## config.mk

```make
export PLATFORM = sky130hd
export DESIGN_NAME = extn_stage
export DESIGN_NICKNAME = d
export VERILOG_FILES = /design/src/rtl/extn_pkg.sv /design/src/rtl/extn_core.sv /design/src/rtl/extn_stage.sv
export SDC_FILE = /design/constraint.sdc
export NUM_CORES = 1
export LEC_CHECK = 0
export BUFFER_PORTS_ARGS = -buffer_cell sky130_fd_sc_hd__clkbuf_2
export CORE_MARGIN = 2
export CORE_UTILIZATION = 30
export CTS_BUF_LIST = sky130_fd_sc_hd__clkbuf_16
export CTS_CLUSTER_DIAMETER = 60
export DETAILED_ROUTE_END_ITERATION = 6
export PLACE_DENSITY = 0.64
export SYNTH_ARGS = -nofsm -noshare
export SYNTH_HDL_FRONTEND = slang
export SYNTH_SLANG_ARGS = --single-unit
```

## constraint.sdc

```tcl
create_clock -name clk -period 2.8 [get_ports clk]
set_clock_uncertainty 0.05 [all_clocks]
set_input_delay 0.14 -clock clk [delete_from_list [all_inputs] [get_ports clk]]
set_output_delay 0.14 -clock clk [all_outputs]
set_load 0.005 [all_outputs]
```

## src/rtl/extn_pkg.sv

```systemverilog
// Shared types and constants for the immediate extension stage.
package extn_pkg;

    typedef enum logic [1:0] {
        EXT_SIGN   = 2'b00,
        EXT_ZERO   = 2'b01,
        EXT_UPPER  = 2'b10,
        EXT_BRANCH = 2'b11
    } extn_mode_t;

    typedef enum logic [1:0] {
        EMPTY = 2'b00,
        ONE   = 2'b01,
        TWO   = 2'b10
    } extn_state_t;

    localparam int unsigned BRANCH_SHIFT = 2;

endpackage

```

## src/rtl/extn_core.sv

```systemverilog
// Combinational immediate widening by mode.
// EXTN_UPPER_EN enables UPPER/BRANCH modes; otherwise both decode as SIGN.
module extn_core
    import extn_pkg::*;
#(
    parameter int unsigned IN_W  = 16,
    parameter int unsigned OUT_W = 32
) (
    input  logic [IN_W-1:0]  data_in,
    input  extn_mode_t       mode,
    output logic [OUT_W-1:0] data_out
);

    logic [OUT_W-1:0] sext;
    logic [OUT_W-1:0] zext;

    always_comb begin
        sext = {{(OUT_W-IN_W){data_in[IN_W-1]}}, data_in};
        zext = {{(OUT_W-IN_W){1'b0}}, data_in};
    end

`ifdef EXTN_UPPER_EN
    always_comb begin
        data_out = sext;
        case (mode)
            EXT_SIGN:   data_out = sext;
            EXT_ZERO:   data_out = zext;
            EXT_UPPER:  data_out = {data_in, {(OUT_W-IN_W){1'b0}}};
            EXT_BRANCH: data_out = sext << BRANCH_SHIFT;
            default:    data_out = sext;
        endcase
    end
`else
    always_comb begin
        data_out = (mode == EXT_ZERO) ? zext : sext;
    end
`endif

endmodule

```

## src/rtl/extn_stage.sv

```systemverilog
// Registered immediate extension stage with a two-entry skid buffer.
// Optional macro EXTN_UPPER_EN (see extn_core) enables UPPER/BRANCH modes.
module extn_stage
    import extn_pkg::*;
#(
    parameter int unsigned IN_W  = 16,
    parameter int unsigned OUT_W = 32
) (
    input  logic             clk,
    input  logic             rst,
    input  logic             flush,
    input  logic             in_valid,
    output logic             in_ready,
    input  logic [1:0]       in_mode,
    input  logic [IN_W-1:0]  data_in,
    output logic             out_valid,
    input  logic             out_ready,
    output logic [OUT_W-1:0] data_out
);

    extn_state_t      state_q;
    logic [OUT_W-1:0] main_q;
    logic [OUT_W-1:0] skid_q;
    logic [OUT_W-1:0] ext;
    logic             accept;
    logic             retire;

    extn_core #(
        .IN_W  (IN_W),
        .OUT_W (OUT_W)
    ) u_core (
        .data_in  (data_in),
        .mode     (extn_mode_t'(in_mode)),
        .data_out (ext)
    );

    assign in_ready  = (state_q != TWO);
    assign out_valid = (state_q != EMPTY);
    assign data_out  = main_q;
    assign accept    = in_valid & in_ready;
    assign retire    = out_valid & out_ready;

    always_ff @(posedge clk) begin
        if (rst) begin
            state_q <= EMPTY;
            main_q  <= '0;
            skid_q  <= '0;
        end else if (flush) begin
            state_q <= EMPTY;
        end else begin
            case (state_q)
                EMPTY: begin
                    if (accept) begin
                        main_q  <= ext;
                        state_q <= ONE;
                    end
                end
                ONE: begin
                    // Simultaneous accept+retire bypasses skid to keep one-cycle latency.
                    if (accept && retire) begin
                        main_q <= ext;
                    end else if (accept) begin
                        skid_q  <= ext;
                        state_q <= TWO;
                    end else if (retire) begin
                        state_q <= EMPTY;
                    end
                end
                TWO: begin
                    if (retire) begin
                        main_q  <= skid_q;
                        state_q <= ONE;
                    end
                end
                default: state_q <= EMPTY;
            endcase
        end
    end

endmodule

```

==> key figures <==
Status
  • Status: completed

Floorplanning
  • Width of the die: 79.8 um
  • # rows: 27
  • Die ar.: 0.00637 mm^2
  • Core ar.: 0.00554 mm^2
  • Die height: 79.8 um
  • # IOs: 57
  • Initial Util: 31.1%

Synthesis
  • Yosys top cell area share: 41.8%
  • Synth area leader: dfxtp_1
  • Primary FF master, synth: dfxtp_1
  • Cell Area, Synth: 0.00173 mm^2
  • Asr flop ratio synth: 0%
  • Number of standard cells after synthesis: 170
  • Mux contribution to synthesized area: 19.1%
  • Post-synthesis simple-gate area fraction: 13.9%
  • Compound-gate portion of the synthesized area: 12.5%
  • Register area share after synthesis: 41.8%
  • Library cells used by synthesis: 28
  • Xor and xnor fraction of the mapped netlist area: 0%
  • Yosys warns: 0
  • Post-synth EDFFs: 0
  • Largest family of logic cells by synthesized area: multiplexers
  • Syn_nets: 193
  • Top cells by count, synth: dfxtp_1, mux2i_1, nor2_1
  • Most common cell in the netlist: dfxtp_1
  • Register bit count reported by yosys: 36
  • Adder-Cell Fraction of Synth Area: 0%
  • Synth Area per Inst: 10.1 um^2
  • Ranking of synthesized cells by area: dfxtp_1, mux2i_1, a31o_1

Setup path
  • Reg-to-Reg End: skid_q[9]
  • Critical path data arrival time: 2.05 ns
  • Critical Path End Type: flip-flop
  • Worst path slowest cell: nor3b_4
  • Crit start category: flip-flop
  • Reg2reg path depth: 5
  • Setup CP Type: reg2reg
  • Worst endpoint required time: 2.88 ns
  • Worst Path Buf+Inv: 1
  • CP max FO: 9
  • CP delay by family, top: simple AND/OR/NAND/NOR gates
  • Max stage delay on crit path: 0.56 ns
  • R2r startpoint: state_q[1]
  • R2R setup slack: 0.83 ns
  • Worst path cell trace: and2b_4, nor3b_4, buf_4, mux2i_1, nor2_1

STA
  • Final setup viols: 0
  • Fin crit share: 70.3%
  • Final hold violation count: 0
  • Setup ws final: 0.832 ns
  • Worst-margin pin slew: 0.748 ns
  • RSZ-0062 raised after global routing: false
  • FMAX: 0.508 GHz
  • Setup_tns: 0 ns
  • Slew Limit Fails: 0
  • Worst hold slack: 0.0485 ns
  • Period minus WS final: 1.97 ns
  • Slew Limit Headroom: 50.2%

Clock tree
  • H-Tree Depth: 2
  • CTS Hold Bufs: 0
  • Root Driver: clkbuf_16
  • CTS tree: yes
  • Worst-path clk slew: 0.05 ns
  • TritonCTS buffer count: 5
  • Worst-skew pair later-pin latency: 0.28 ns
  • Max Buffers Root-to-Sink: 2
  • # clock sinks: 36
  • Setup Fix Bufs, Post-CTS: 0
  • # resized after CTS: 0

Power and ir drop
  • Sw frac: 23.6%
  • PD cells: 577 mW/mm^2
  • Cell-internal power: 0.906 mW
  • Comb pwr share: 10.5%
  • Leakage: 0.956 nW
  • Peak VDD IR: 349 uV
  • Reg power frac: 45.6%
  • Clock network power share: 43.9%
  • Net switching power: 0.280 mW

Min path
  • Hold worst-path end: state_q[1]
  • Min-delay src: out_ready
  • Hold Path Cell Cnt: 2
  • HP Class: in2reg

Place
  • Placer Congestion: 0.720
  • Placement Setup Slack: 0.836 ns
  • Post-DP HPWL: 2630 um
  • I/O Buffers: 56
  • DP Area: 0.00192 mm^2

Cells and area
  • Final-stage net count: 230
  • Diodes inserted: 0
  • Share of layout cells above drive strength 1: 33.7%
  • Post-Layout Inst Area: 0.00206 mm^2
  • Layout area overhead: 19.1%

Routing
  • DRC viols: 0
  • Avg WL per Cell: 13.8 um
  • Antenna Nets Post-Route: 0
  • WL final: 3860 um
  • DRT iter0 DRCs: 68
  • Vias per cell: 4.84
  • Via count: 1356
  • Initial DRT Pass Iterations: 3

Flow run
  • Max Cap Viol: 0

Global route
  • Overflow after GRT: 0
  • Initial antenna violation count: 0
  • Largest net degree at the start of global routing: 38
  • Total GRT Usage: 13.3%
  • Vias in the first global route: 1331
  • First-pass GRT wire length: 6470 um
## metal layers
| metal | vias to the layer above | global-route usage [%] | share of wire, % |
|---|---|---|---|
| met4 | 0 | 6.27 | 2.6 |
| met2 | 41 | 21.8 | 47 |
| met1 | 634 | 16.1 | 45 |
| met3 | 7 | 3.39 | 5.1 |
| li1 | 674 | - | - |
| met5 | - | 0 | 0 |
## stage by stage
stage	utilization, %	cells	power (mW)
6_report	37.1	280	1.19
5_1_grt	37.1	280	1.24
4_1_cts	37.1	280	1.20
3_5_place_dp	34.6	272	0.676
3_3_place_gp	34.6	272	0.675
2_1_floorplan	-	170	0.639
## flip-flops by register name (all words and copies together) (netlist names)
register  cells
state_q       2
skid_q       17
data_out     17
## kinds of logic after synthesis
kind of cell / Yosys count
simple gates: 44
compound gates: 24
mux: 33
flops: 36
buf+inv: 33
## cells in the final DEF (no fill, tap or decap)
| master | instances |
|---|---|
| nand2b_2 | 1 |
| o22a_1 | 1 |
| or2_1 | 1 |
| a211oi_2 | 1 |
| nor3_1 | 1 |
| a31o_1 | 16 |
| a21oi_4 | 1 |
| nor2_1 | 18 |
| a21boi_0 | 1 |
| nor4_1 | 16 |
| or2_2 | 1 |
| a2111oi_0 | 2 |
| nor3b_4 | 1 |
| and2b_4 | 1 |
| and3b_1 | 1 |
| dfxtp_1 | 36 |
| nand2_1 | 2 |
| buf_4 | 3 |
| nand2b_1 | 1 |
| a21oi_1 | 1 |
| mux2i_1 | 33 |
| clkinv_1 | 1 |
| clkbuf_16 | 5 |
| o21a_1 | 1 |
| inv_1 | 6 |
| clkbuf_2 | 56 |
## area by class of cell
class | instances | area [um^2]
Fill cell | 570 | 3480
Multi-Input combinational cell | 101 | 791
Timing Repair Buffer | 59 | 303
Sequential cell | 36 | 721
Inverter | 4 | 15.0
Tap cell | 72 | 90.1
Clock buffer | 5 | 125
Clock inverter | 3 | 11.3
## worst reg2reg max path, stage by stage, from the launching register on
cell and delay (ns):
dfxtp_1 0.34, and2b_4 0.29, nor3b_4 0.56, buf_4 0.32, mux2i_1 0.20, nor2_1 0.05
## worst max-delay path by stage
stage	start	endpoint	slack (ns)	depth (start not counted)
floorplan	state_q[1]	data_out[10]	1.30	6
global placement	state_q[1]	skid_q[11]	0.85	5
detailed placement	state_q[1]	skid_q[10]	0.84	5
CTS	state_q[1]	skid_q[9]	0.80	5
global route	state_q[1]	skid_q[8]	0.66	5
finish	state_q[1]	skid_q[9]	0.83	5
## power groups by stage
stage	logic (mW)	clock network, mW	registers [mW]
detailed placement	0.125	0	0.552
global placement	0.124	0	0.551
finish	0.124	0.521	0.541
floorplan	0.0879	0	0.552
CTS	0.125	0.535	0.541
global route	0.138	0.556	0.543
No activity file was read; power rests on OpenSTA's default activity.
